`src/rtl/uart_opb_frame_parser.sv`:
```
// UART-to-OPB command frame parser: 10-byte frames in, one OPB access per frame, 10-byte echo response out.
// Optional ERR_CNT port/counter is built only when PARSER_ERR_CNT_EN is defined.
module uart_opb_frame_parser #(
  parameter int          BYTE_TIMEOUT = 100000,
  parameter int          ACK_TIMEOUT  = 1024,
  parameter logic [31:0] ERR_DATA     = 32'hDEAD_BEEF
) (
  input  logic        SYS_CLK,
  input  logic        RESET_N,
  input  logic [7:0]  RX_DATA,
  input  logic        RX_VALID,
  output logic [7:0]  TX_DATA,
  output logic        TX_VALID,
  input  logic        TX_READY,
  output logic [31:0] OPB_ADDR,
  output logic [31:0] OPB_WDATA,
  output logic        OPB_WE,
  output logic        OPB_RE,
  input  logic [31:0] OPB_RDATA,
  input  logic        OPB_ACK,
  output logic        BUSY,
  output logic        FRAME_ERR,
  output logic [2:0]  DBG_STATE
`ifdef PARSER_ERR_CNT_EN
  ,
  output logic [15:0] ERR_CNT
`endif
);

  localparam int BTW = $clog2(BYTE_TIMEOUT + 1);
  localparam int ATW = $clog2(ACK_TIMEOUT + 1);

  typedef enum logic [2:0] {
    S_IDLE     = 3'd0,
    S_COLLECT  = 3'd1,
    S_OPB_REQ  = 3'd2,
    S_OPB_WAIT = 3'd3,
    S_RESP     = 3'd4
  } state_t;

  state_t         r_state;
  logic           r_is_rd;
  logic [3:0]     r_idx;
  logic [63:0]    r_shift;
  logic [BTW-1:0] r_byte_tmr;
  logic [ATW-1:0] r_ack_tmr;
  logic [79:0]    r_resp;
  logic [3:0]     r_tx_cnt;
  logic [7:0]     r_tx_data;
  logic           r_tx_valid;
  logic [31:0]    r_addr;
  logic [31:0]    r_wdata;
  logic           r_we;
  logic           r_re;
  logic           r_frame_err;
  logic [7:0]     w_hdr;
  logic [7:0]     w_trl;

  assign w_hdr     = r_is_rd ? 8'h5B : 8'h5A;
  assign w_trl     = r_is_rd ? 8'hA4 : 8'hA5;
  assign TX_DATA   = r_tx_data;
  assign TX_VALID  = r_tx_valid;
  assign OPB_ADDR  = r_addr;
  assign OPB_WDATA = r_wdata;
  assign OPB_WE    = r_we;
  assign OPB_RE    = r_re;
  assign FRAME_ERR = r_frame_err;
  assign BUSY      = (r_state != S_IDLE);
  assign DBG_STATE = r_state;

  always_ff @(posedge SYS_CLK or negedge RESET_N) begin
    if (!RESET_N) begin
      r_state     <= S_IDLE;
      r_is_rd     <= 1'b0;
      r_idx       <= '0;
      r_shift     <= '0;
      r_byte_tmr  <= '0;
      r_ack_tmr   <= '0;
      r_resp      <= '0;
      r_tx_cnt    <= '0;
      r_tx_data   <= '0;
      r_tx_valid  <= 1'b0;
      r_addr      <= '0;
      r_wdata     <= '0;
      r_we        <= 1'b0;
      r_re        <= 1'b0;
      r_frame_err <= 1'b0;
    end else begin
      r_frame_err <= 1'b0;
      case (r_state)
        S_IDLE: begin
          if (RX_VALID) begin
            if (RX_DATA == 8'h5A || RX_DATA == 8'h5B) begin
              r_is_rd    <= RX_DATA[0];
              r_idx      <= 4'd1;
              r_byte_tmr <= '0;
              r_state    <= S_COLLECT;
            end else begin
              r_frame_err <= 1'b1;
            end
          end
        end
        S_COLLECT: begin
          // A byte arriving on the expiry cycle wins over the timeout.
          if (RX_VALID) begin
            r_byte_tmr <= '0;
            if (r_idx == 4'd9) begin
              if (RX_DATA == w_trl) begin
                r_addr    <= r_shift[63:32];
                r_wdata   <= r_shift[31:0];
                r_we      <= !r_is_rd;
                r_re      <= r_is_rd;
                r_ack_tmr <= '0;
                r_state   <= S_OPB_REQ;
              end else begin
                r_frame_err <= 1'b1;
                r_state     <= S_IDLE;
              end
            end else begin
              r_shift <= {r_shift[55:0], RX_DATA};
              r_idx   <= r_idx + 4'd1;
            end
          end else if (r_byte_tmr == BTW'(BYTE_TIMEOUT - 1)) begin
            r_frame_err <= 1'b1;
            r_state     <= S_IDLE;
          end else begin
            r_byte_tmr <= r_byte_tmr + 1'b1;
          end
        end
        S_OPB_REQ, S_OPB_WAIT: begin
          if (RX_VALID) r_frame_err <= 1'b1;
          // The request is already on the bus in OPB_REQ, so an ack there counts.
          if (OPB_ACK) begin
            r_we     <= 1'b0;
            r_re     <= 1'b0;
            r_resp   <= {w_hdr, r_addr, (r_re ? OPB_RDATA : r_wdata), w_trl};
            r_tx_cnt <= '0;
            r_state  <= S_RESP;
          end else if (r_ack_tmr == ATW'(ACK_TIMEOUT - 1)) begin
            r_we        <= 1'b0;
            r_re        <= 1'b0;
            r_resp      <= {w_hdr, r_addr, ERR_DATA, w_trl};
            r_tx_cnt    <= '0;
            r_frame_err <= 1'b1;
            r_state     <= S_RESP;
          end else begin
            r_ack_tmr <= r_ack_tmr + 1'b1;
            r_state   <= S_OPB_WAIT;
          end
        end
        S_RESP: begin
          if (RX_VALID) r_frame_err <= 1'b1;
          if (!r_tx_valid) begin
            r_tx_data  <= r_resp[79:72];
            r_resp     <= {r_resp[71:0], 8'h00};
            r_tx_valid <= 1'b1;
            r_tx_cnt   <= 4'd1;
          end else if (TX_READY) begin
            if (r_tx_cnt == 4'd10) begin
              r_tx_valid <= 1'b0;
              r_state    <= S_IDLE;
            end else begin
              r_tx_data <= r_resp[79:72];
              r_resp    <= {r_resp[71:0], 8'h00};
              r_tx_cnt  <= r_tx_cnt + 4'd1;
            end
          end
        end
        default: r_state <= S_IDLE;
      endcase
    end
  end

`ifdef PARSER_ERR_CNT_EN
  logic [15:0] r_err_cnt;
  assign ERR_CNT = r_err_cnt;

  always_ff @(posedge SYS_CLK or negedge RESET_N) begin
    if (!RESET_N) begin
      r_err_cnt <= '0;
    end else if (r_frame_err && r_err_cnt != 16'hFFFF) begin
      r_err_cnt <= r_err_cnt + 16'd1;
    end
  end
`endif

endmodule

```
`config.mk`:
```
export PLATFORM = sky130hd
export DESIGN_NAME = uart_opb_frame_parser
export DESIGN_NICKNAME = d
export VERILOG_FILES = /design/src/rtl/uart_opb_frame_parser.sv
export SDC_FILE = /design/constraint.sdc
export NUM_CORES = 1
export LEC_CHECK = 0
export BUFFER_PORTS_ARGS = -buffer_cell sky130_fd_sc_hd__buf_2
export CORE_AREA = 5 5 157 159
export CTS_CLUSTER_DIAMETER = 80
export CTS_CLUSTER_SIZE = 10
export DETAILED_ROUTE_END_ITERATION = 8
export DIE_AREA = 0 0 162 164
export PLACE_DENSITY = 0.69
export SLEW_MARGIN = 30
export SYNTH_ARGS = -nofsm -noshare
export SYNTH_HDL_FRONTEND = slang
export SYNTH_SLANG_ARGS = --single-unit
```
`constraint.sdc`:
```
create_clock -name SYS_CLK -period 4.5 [get_ports SYS_CLK]
set_input_delay 0.225 -clock SYS_CLK [delete_from_list [all_inputs] [get_ports SYS_CLK]]
set_output_delay 0.225 -clock SYS_CLK [all_outputs]
set_load 0.03 [all_outputs]
```
==> impl.org, run 1 <==
** Run status
- Status :: finished, final reports clean

** Timing
- For the pin with the worst max-slew slack, the measured transition is 0.878 ns.
- Unrepaired setup endpoints after global routing :: false
- Adding up every negative setup slack in the final design gives 0 ns.
- The clock period could shrink to 2.48 ns.
- The count of pins over their slew limit was 0.
- Final setup violating endpoints :: 0
- Fmax :: 403 MHz
- The count of endpoints failing hold in the final timing report came to 0.
- Post-route clock period utilization :: 0.551
- Slew Limit Headroom :: 0.413
- Post-Route Skew :: 0.0141 ns

** Floorplanning
- Initial core utilization :: 0.492
- Die Span Y :: 164 um
- Core area :: 23,100 sq um
- Die Outline Area :: 26,600 sq um
- The die is 162 um wide.
- Pin placement for this block handled 125 I/O pins.
- Count of standard-cell rows :: 56

** Yosys
- Of the post-synthesis cell area, the dominant cell type holds 0.558.
- Multiplexer share of the synthesized area :: 0.0976
- After synthesis, the share of flip-flops with an asynchronous set or reset is 1.00.
- Of the total synthesized cell area, the portion taken by AND, OR, NAND and NOR gates is 0.197.
- Each instance of the synthesized netlist takes up on average 10.0 sq um.
- Netlist Area Pre-Place :: 11,400 sq um
- The share of the Yosys chip area taken by registers is 0.558.
- For this run, the number of Yosys warnings is 0.
- Count of flip-flops with a built-in enable after synthesis :: 0
- Net count after synthesis :: 1,188
- The cell count after synthesis came out at 1,137.
- Dominant cell type by area after synthesis :: dfrtp_1
- By area, the combinational part of the netlist is dominated by simple AND/OR/NAND/NOR gates.
- Number of synthesized register bits :: 254
- The compound-cell area share of the yosys netlist was 0.102.
- Of the total synthesized cell area, the portion taken by XOR and XNOR cells is 0.00231.
- Number of unique standard cell types used by synthesis :: 71
- Ranked by total cell area, the synthesized netlist is headed by dfrtp_1, nand2_1, mux2_2.
- Among all flip-flop cells after synthesis, the most frequent one is dfrtp_1.
- Area share of fa/ha/maj cells after synthesis :: 0.00659

** Hold path
- Kind of path behind the tightest hold check :: primary input to register

** Pwr
- Of the total power, the share spent switching nets is 0.290.
- Switching component of the power :: 1.68 mW
- The worst-case IR drop observed on VDD is 0.292 mV.
- Power density of the placed cells :: 443 nW/um^2
- Proportion of power drawn by combinational gates :: 0.137
- For this design the static power due to leakage is 6.28 nW.
- Portion of total power attributed to sequential cells :: 0.503
- Fraction of power consumed by the clock network :: 0.359
- Power Internal :: 4.10 mW

** CTS
- Worst-case clock buffer depth :: 3
- Num CTS Buffers :: 29
- Setup Buffers After CTS :: 0
- After clock tree synthesis, the clock-pin slew on the worst setup and hold paths is 0.06 ns.
- Clock network latency to the later pin of the worst-skew pair :: 0.55 ns
- CTS root buf :: clkbuf_16
- TritonCTS built the clock tree.
- CTS built an H-tree with a depth of 1.
- Number of clock sinks seen by CTS :: 254

** Placed design
- IO buf count :: 124
- Final HPWL from detailed placement :: 18,100 um
- At the end of routability-driven placement, the weighted congestion stood at 0.819.

** GRT
- Entering global routing, the biggest net connects 109 pins.
- Across every metal layer, demand over resource in global routing totals 0.209.
- The first global-routing pass estimated 45,300 um of wire.
- Summed over all layers, the global routing overflow is 0.
- Number of antenna violations at the first check in global routing :: 1
- Vias in the first global route :: 8,435

** Routing
- In the routed design, unresolved DRC markers number 0.
- Wires add up to 27,600 um.
- The pre-antenna-repair detailed-routing pass consisted of 6 iterations.
- For this block, the initial DRC count from the detailed router was 583.
- Antenna-violating nets left :: 0
- Routed WL per cell :: 18.0 um
- The routed layout has 8,695 vias.
- Average vias per placed instance :: 5.67

** Worst setup path
- Category of the worst setup path capture point :: register
- Kind of start point of the critical path :: register
- CP Data Arrival Time :: 2.91 ns
- The worst setup path is of the register to register kind.
- Of all nets on the critical path, the largest fanout is 68.
- For the worst setup path, the data required time is 4.93 ns.

** Layout
- The layout has 2,058 filler cells.
- In the final layout, the multi-input gates occupy 4630 sq um.
- After the last flow step, the layout net total stands at 1,291.
- Sequential standard cell area :: 6360 sq um
- Fin util :: 0.564
- In the final layout, the share of cells above drive strength 1 is 0.200.
- Area growth from synthesis to final layout :: 14.5%

** Flow run
- Across the run, the number of max-cap violations was 0.
## through the flow
stage / setup slack, ns / area (sq um) / power (mW) / hold WS (ns) / cells
finish: 2.02 / 13000 / 5.78 / 0.0404 / 1533
CTS: 1.84 / 13000 / 5.84 / 0.0344 / 1531
detailed placement: 1.83 / 12100 / 3.73 / 0.351 / 1489
global route: 1.78 / 13000 / 6.09 / 0.0467 / 1533
floorplan: 2.44 / 11400 / 3.42 / -0.0706 / 1137
global placement: 1.95 / 12100 / 3.70 / 0.351 / 1489
## synthesized netlist by cell type, drive strengths merged, types with 3 or more instances
cell type  number
nor2           67
nand4           7
o21ai          60
mux2i          33
nor3           13
and2            6
xnor2           3
a22o            3
and3            5
a41oi           4
buf            40
a221oi          7
clkbuf         33
nand4b          3
a311oi          3
o31a            3
a211o           4
a32o            3
dfrtp         254
mux2           66
a21oi          13
a21o            7
or3             5
ha              6
nor3b           4
a31oi          47
nand2         342
and4            3
nand3          47
inv            10
## layer usage
metal	GRT usage	share of wire	vias to the layer above
li1	-	-	4119
met1	0.309	0.47	4325
met2	0.331	0.46	212
met3	0.0274	0.048	39
met4	0.0504	0.020	0
met5	0	0	-
## flip-flops by register name, indices dropped and copies added, names as in the netlist, 3 cells and up
register and count:
DBG_STATE 3, OPB_ADDR 32, OPB_WDATA 32, TX_DATA 8, r_ack_tmr 11, r_byte_tmr 17, r_idx 4, r_resp 74
r_shift 64, r_tx_cnt 4
## final timing paths
path                              end    startpoint  cells past startpoint  slack [ns]
hold / removal              r_resp[9]  OPB_RDATA[1]                      3        0.04
setup / recovery             r_idx[3]  DBG_STATE[1]                      6        2.02
hold reg to reg            TX_DATA[1]    r_resp[73]                      2        0.46
min in group asynchronous  TX_DATA[5]       RESET_N                      2        0.33
setup reg to reg             r_idx[3]  DBG_STATE[1]                      6        2.02
max in group asynchronous  r_shift[1]       RESET_N                      3        3.04
## power by group through the flow
stage	combinational (mW)	sequential [mW]	clock, mW
CTS	0.807	2.90	2.13
global route	0.926	2.95	2.22
detailed placement	0.791	2.94	0
finish	0.794	2.91	2.08
floorplan	0.579	2.84	0
global placement	0.766	2.94	0
## placed cells by master (no fill, tap or decap), types with 4 or more instances in the layout
cell and instances:
and3_1 4, inv_1 9, and2_1 6, mux2_4 10, a211o_1 4, a31oi_1 47
o21ai_0 58, buf_2 123, nor3_1 11, a21oi_1 13, mux2_1 6, clkbuf_16 29
a21o_1 7, a41oi_1 4, nand4_1 6, or3_1 4, a221oi_1 7, nor2_1 65
buf_4 9, dfrtp_1 253, nand2_1 340, dlygate4sd3_1 9, ha_1 6, mux2i_1 33
mux2_2 50, nand3_1 47
## cell families after synthesis
| kind of cell | Yosys count |
|---|---|
| AND/OR/NAND/NOR | 519 |
| flip-flops | 254 |
| AO/OA/AOI/OAI | 173 |
| multiplexers | 99 |
| buffers and inverters | 83 |
| adder cells (fa/ha/maj) | 6 |
| XOR/XNOR | 3 |
## critical path: stages (launching register included)
cell     delay, ns
dfrtp_1       0.55
or3b_4        0.48
nor3_4        0.18
buf_4         0.63
nand4_1       0.21
xnor2_1       0.16
and2_1        0.14
## cell type report
type                    instances  area share
well taps                     290      0.0278
diodes                          1    0.000192
repair buffers                145      0.0650
clock inverters                 2     0.00384
clock buffers                  31      0.0570
inverters                      10     0.00288
multi-input cells             800       0.355
flip-flops and latches        254       0.488
## what timing repair did
item / CTS / global route
gates resized for setup: 0 / 0
endpoints found under the hold margin: 115 / 0
hold buffers: 9 / 0
No activity file was read; power rests on OpenSTA's default activity.
==> run 2, diff against run 1 <==
PLACE_DENSITY = 0.72   (was 0.69)
clock period = 2.24 ns   (was 4.5 ns; I/O delays follow)
==> impl.org, run 2 (synthesized netlist as in run 1, its figures left out) <==
** Worst setup path
- The worst-case register-to-register setup slack was 0.17 ns (-1.85 ns).
- Crit path kind :: register to register
- The maximum net fanout on the critical path was 9 (-87%).
- The required time of the worst setup path was 2.66 ns (-2.27 ns).
- Category of the worst setup path capture point :: register
- RR Endpoint :: r_ack_tmr[4]
- In this run the critical register-to-register path is launched from r_byte_tmr[0].
- The worst setup path is launched from a register.
- CP Data Arrival Time :: 2.50 ns (-0.41 ns)
- The depth of the worst register-to-register path came to 6 (unchanged).

** Layout
- Area growth from synthesis to final layout :: 17.8%
- Leaving out fill and tap cells, the most frequent cells in the layout are nand2_1, dfrtp_1, buf_2, nor2_1, o21ai_0.
- Most common library cell in the layout ignoring fill and taps :: nand2_1
- Registers with the highest flip-flop counts :: r_resp: 74 flops, r_shift: 64 flops
- The antenna diode count was 0 (-1).
- Final nets :: 1,326 (+2.7%)
- Largest register by flop count :: r_resp
- Flip-flop count of the largest register after layout :: 74 (unchanged)
- Filler cell count :: 2,008 (-2.4%)
- Proportion of layout cells with a drive suffix above 1 :: 0.219 (+0.0182)
- The number of non-filler instances in the completed layout was 1,566 (+2.2%).
- The post-route core utilization was 0.580 (+0.0164).

** Flow run
- The max capacitance violation total came to 0 (unchanged).

** Routing
- After detailed routing, no signal wire sits above met4.
- The number of DRC markers in iteration 0 is 727 (+25%).
- The total length of routed met3 wires came to 1450 um (+9.0%).
- The number of iterations in the first detailed-routing pass is 5 (-1).
- Antenna-violating nets left :: 0 (unchanged)
- The aggregate routed wire length was 28,000 um (+1.3%).
- The wire length per cell was 17.9 um (-0.85%).
- The wire length on met1 was 12,600 um (-2.1%).
- The total met2 wirelength after detailed routing was 13,300 um (+3.6%).
- Average vias per placed instance :: 5.59 (-1.5%)
- The number of DRC violations after detailed routing was 0 (unchanged).
- The number of vias in the routed layout was 8,751 (+0.64%).

** Timing
- The final setup skew was 0.0168 ns (+0.00266 ns).
- The shortest period the worst path allows came to 2.07 ns (-0.407 ns).
- Fmax :: 482 MHz (+20%)
- The count of endpoints failing hold in the final timing report came to 0 (unchanged).
- The minimum setup slack in the final design was 0.167 ns (-1.85 ns).
- The final total negative setup slack is 0 ns (unchanged).
- Slew Limit Headroom :: 0.508 (+0.0956)
- The final number of setup-violating endpoints came to 0 (unchanged).
- Setup repair after global routing left no endpoint under its margin.
- The transition time at the pin with the least slew margin came to 0.732 ns (-0.145 ns).
- The count of pins over their slew limit is 0 (unchanged).
- Post-route clock period utilization :: 0.926 (+0.374)

** Placed design
- IO buf count :: 124 (unchanged)
- The minimum setup slack after placement was 0.133 ns (-1.69 ns).
- The final estimated routing congestion in global placement was 0.846 (+3.2%).
- The half-perimeter wire length after placement was 19,200 um (+6.4%).
- The number of cells in the design after placement is 1,518 (+1.9%).

** Pwr
- The switching power was 3.40 mW (+100%).
- Worst IR drop on VDD :: 0.653 mV (+120%)
- Power Internal :: 8.23 mW (+100%)
- Power density of the placed cells :: 867 nW/um^2 (+96%)
- The share of total power in sequential cells is 0.501 (-0.002).
- The portion of total power attributed to the clock network was 0.346 (-0.013).
- Static leakage :: 6.48 nW (+3.2%)
- Proportion of power drawn by combinational gates :: 0.153 (+0.016)
- The switching fraction of total power is 0.292 (+0.00209).
- The sum of internal, switching and leakage power was 11.6 mW (+100%).

** Run status
- Status :: finished, final reports clean

** Hold path
- Hold Path Depth :: 5 (+2)
- Worst hold path startpoint :: OPB_RDATA[21]
- The worst hold path terminates at r_resp[29].
- The min-delay analysis places its worst path in the category primary input to register.

** Floorplanning
- The die footprint was 26,600 sq um (unchanged).
- Horizontal extent of the die :: 162 um (unchanged)
- Initial core utilization :: 0.492 (unchanged)
- The die height came to 164 um (unchanged).
- The top-level I/O count is 125 (unchanged).
- Count of standard-cell rows :: 56 (unchanged)
- The total core area is 23,100 sq um (unchanged).

** CTS
- The clock insertion delay at the later pin of the skew report came to 0.55 ns (about the same).
- CTS root buf :: clkbuf_16
- CTS HTree Levels :: 1 (unchanged)
- Worst-case clock buffer depth :: 3 (unchanged)
- TritonCTS built the clock tree.
- The total number of clock tree sinks came to 254 (unchanged).
- The clock edge transition at the registers on the reported setup and hold paths came to 0.06 ns (about the same).
- The number of CTS-inserted buffers was 29 (unchanged).

** GRT
- The leftover overflow at the end of global routing was 0 (unchanged).
- The initial antenna violation count came to 0 (-1).
- Maximum number of pins on one net before global-route repair :: 77 (-29%)
- The total global-route track usage is 0.214 (+0.00531).
- First-pass GRT wire length :: 46,400 um (+2.5%)
- The via count of the first global-routing pass came to 8,809 (+4.4%).
-- run 2: area by class of cell --
cell class	count	area [sq um]	share of cell area
sequential	254	6360	0.474
clock buffer	30	729	0.0544
tap	290	363	0.0270
clock inverter	2	28.8	0.00214
inverter	10	37.5	0.00280
multi-input combinational	800	4650	0.347
timing repair buffer	180	1250	0.0933
-- run 2: worst max-delay path: stages, from the launching register on --
cell and delay [ns]:
dfrtp_1 0.40, ha_1 0.22, and4_1 0.23, nand4_2 0.20, a2111oi_4 0.43, nand2_4 0.15
a211o_1 0.32
-- run 2: worst max path at each step --
stage / start / to / slack [ns] / depth (start not counted)
after floorplan: DBG_STATE[0] / r_shift[0] / 0.18 / 8
after global placement: r_byte_tmr[12] / r_ack_tmr[6] / 0.23 / 5
after detailed placement: r_ack_tmr[0] / r_resp[63] / 0.13 / 7
after CTS: r_ack_tmr[0] / r_resp[63] / 0.11 / 7
after global routing: r_ack_tmr[0] / r_resp[37] / 0.03 / 7
final: r_byte_tmr[0] / r_ack_tmr[4] / 0.17 / 6
-- run 2: stage by stage --
stage          hold slack, ns  cell area, sq um
2_1_floorplan          -0.184             11400
3_3_place_gp            0.137             12500
3_5_place_dp            0.135             12500
4_1_cts                0.0117             13400
5_1_grt                0.0695             13400
6_report               0.0322             13400
-- run 2: metal layers --
| metal | up-vias | GRT usage |
|---|---|---|
| li1 | 4177 | - |
| met1 | 4308 | 0.307 |
| met2 | 230 | 0.350 |
| met3 | 36 | 0.0306 |
| met4 | 0 | 0.0507 |
| met5 | - | 0 |
-- run 2: repair_timing --
item,in CTS,in global routing
endpoints found under the hold margin,85,0
setup endpoints to repair,0,27
resized for setup,0,3
hold buffers,15,0
buffers inserted,0,1
-- run 2: power by group through the flow --
stage | Sequential, mW | Clock, mW | Combinational (mW)
floorplan | 5.70 | 0 | 1.16
detailed placement | 5.90 | 0 | 1.77
global route | 5.91 | 4.29 | 2.04
finish | 5.83 | 4.02 | 1.78
CTS | 5.82 | 4.12 | 1.80
global placement | 5.87 | 0 | 1.71
==> run 3, diff against run 2 <==
RECOVER_POWER = 100   (was not set)
==> impl.org, run 3 (synthesized netlist as in run 1, its figures left out) <==
** Floorplanning
- The die height is 164 um (unchanged).
- The total core area was 23,100 sq um (unchanged).
- The placement row count is 56 (unchanged).
- The die footprint was 26,600 sq um (unchanged).
- The effective utilization at floorplan came to 0.492 (unchanged).
- Horizontal extent of the die :: 162 um (unchanged)
- The top-level I/O count came to 125 (unchanged).

** Layout
- Largest register by flop count :: r_resp
- Flip-flop count of the largest register after layout :: 74 (unchanged)
- The antenna diode count is 0 (unchanged).
- Leaving out fill and tap cells, the most frequent cell in the layout is nand2_1.
- Proportion of layout cells with a drive suffix above 1 :: 0.146 (-0.0729)
- Registers with the highest flip-flop counts :: r_resp: 74 flops, r_shift: 64 flops
- Final nets :: 1,326 (unchanged)
- The number of non-filler instances in the completed layout is 1,566 (unchanged).
- The post-route core utilization came to 0.570 (-0.0107).
- Area growth from synthesis to final layout :: 15.7%
- Commonest cells after routing, fill and taps aside :: nand2_1, dfrtp_1, clkbuf_1, nor2_1, o21ai_0
- The total of fill cells in the finished design is 2,077 (+3.4%).

** GRT
- The initial antenna violation count came to 0 (unchanged).
- The leftover overflow at the end of global routing was 0 (unchanged).
- The via count of the first global-routing pass came to 8,809 (unchanged).
- Maximum number of pins on one net before global-route repair :: 77 (unchanged)
- The total global-route track usage was 0.214 (unchanged).
- First-pass GRT wire length :: 46,400 um (unchanged)

** Worst setup path
- The critical path is of the primary input to register type.
- Critical-path maximum fanout :: 32 (+23)
- CP Data Arrival Time :: 2.62 ns (+0.12 ns)
- Category of the worst setup path capture point :: register
- Worst Path Required :: 2.67 ns (about the same)
- The worst setup path is launched from a primary input.

** Routing
- Routed WL per cell :: 17.9 um (+0.25%)
- Number of remaining DRC errors :: 0 (unchanged)
- Iter 0 DRT Violations :: 679 (-6.6%)
- Average vias per placed instance :: 5.59 (about the same)
- The number of vias in the routed layout came to 8,753 (+0.023%).
- Antenna-violating nets left :: 0 (unchanged)
- The number of iterations in the first detailed-routing pass is 5 (unchanged).
- DRT Wirelength :: 28,000 um (+0.25%)

** Timing
- The final setup skew was 0.0192 ns (+0.00239 ns).
- Unrepaired setup endpoints after global routing :: false
- Setup tns final :: 0 ns (unchanged)
- The final number of setup-violating endpoints came to 0 (unchanged).
- Final min period :: 2.20 ns (+0.123 ns)
- The count of endpoints failing hold in the final timing report is 0 (unchanged).
- The count of pins over their slew limit is 73 (+73).
- Pin slew with the least headroom to its limit :: 1.77 ns (+1.03 ns)
- Fmax :: 455 MHz (-5.6%)
- Slew Limit Headroom :: -0.177 (-0.686)
- Post-route clock period utilization :: 0.980 (+0.0549)
- Min Hold Slack :: 0.0290 ns (-0.00316 ns)

** Pwr
- The power density over the cells is 878 nW/um^2 (+1.3%).
- The leakage power total came to 6.12 nW (-5.6%).
- The sum of internal, switching and leakage power came to 11.6 mW (-0.55%).
- Worst IR drop on VDD :: 0.650 mV (-0.47%)

** CTS
- The tree is rooted in a clkbuf_16.
- The clock insertion delay at the later pin of the skew report was 0.55 ns (about the same).
- Num CTS Buffers :: 29 (unchanged)
- The clock edge transition at the registers on the reported setup and hold paths came to 0.06 ns (about the same).
- Clock tree from TritonCTS :: yes
- Worst-case clock buffer depth :: 3 (unchanged)
- CTS HTree Levels :: 1 (unchanged)
- Number of clock sinks seen by CTS :: 254 (unchanged)

** Placed design
- Final weighted congestion of routability-driven global placement :: 0.846 (unchanged)
- Final HPWL from detailed placement :: 19,200 um (unchanged)
- The number of cells in the design after placement was 1,518 (unchanged).
- IO buf count :: 124 (unchanged)

** Flow run
- The max capacitance violation total is 1 (+1).

** Run status
- Status :: finished, violations left
- Violations in the final reports :: capacitance limit, slew limit

** Hold path
- The tightest min-delay check is of the primary input to register type.
## run 3: cell count changes in the layout (fill, tap and decap cells not counted), moves of 2 or more
cell	previous run	this run
and2_0	0	4
and2_1	6	2
buf_12	13	7
buf_2	123	46
buf_4	28	21
buf_6	0	2
clkbuf_1	1	82
clkbuf_2	0	5
clkbuf_4	0	2
mux2_1	6	15
mux2_4	10	1
## run 3: final timing paths
| path | from | to | slack, ns | depth (start not counted) |
|---|---|---|---|---|
| worst max-delay path | RX_DATA[1] | OPB_WDATA[11] | 0.04 | 7 |
| min in group asynchronous | RESET_N | TX_DATA[4] | 0.59 | 2 |
| worst max register to register | DBG_STATE[1] | DBG_STATE[0] | 0.11 | 5 |
| max in group asynchronous | RESET_N | r_byte_tmr[3] | 0.43 | 3 |
| worst min register to register | r_resp[78] | TX_DATA[6] | 0.47 | 2 |
| worst min-delay path | OPB_RDATA[21] | r_resp[29] | 0.03 | 5 |
## run 3: area by class of cell
cell class | count | area (sq um) | area share
well taps | 290 | 363 | 0.0276
clock buffers | 30 | 729 | 0.0554
inverters | 10 | 37.5 | 0.00285
multi-input cells | 800 | 4600 | 0.349
flip-flops and latches | 254 | 6360 | 0.483
repair buffers | 180 | 1060 | 0.0803
clock inverters | 2 | 28.8 | 0.00219
## run 3: what timing repair did
action / 4_1_cts / 5_1_grt
buffers inserted: 0 / 1
endpoints found under the setup margin: 0 / 27
resized for setup: 0 / 3
hold endpoints to repair: 85 / 0
hold buffers: 15 / 0
## run 3: metal layers
layer	up-vias	track usage	wire length (um)
met4	0	0.0507	598
li1	4187	-	-
met1	4300	0.307	12800
met2	231	0.350	13200
met3	35	0.0306	1430
met5	-	0	0
## run 3: critical path, cell delays in order
cell and delay [ns]:
dlygate4sd3_1 0.54, clkbuf_2 0.13, or4b_4 0.56, nor3_2 0.19, and3_2 0.26, buf_4 0.42
mux2_2 0.39
## run 3: through the flow
step / setup slack [ns] / instance area (sq um)
detailed placement: 0.133 / 12500
floorplan: 0.177 / 11400
global route: 0.0192 / 13200
global placement: 0.231 / 12500
CTS: 0.115 / 13400
finish: 0.0437 / 13200
## run 3: report_power, final
part	switching [mW]	total, mW	internal, mW
Clock	1.74	4.03	2.29
Combinational	1.08	1.72	0.635
Sequential	0.571	5.82	5.25
Total	3.39	11.6	8.17
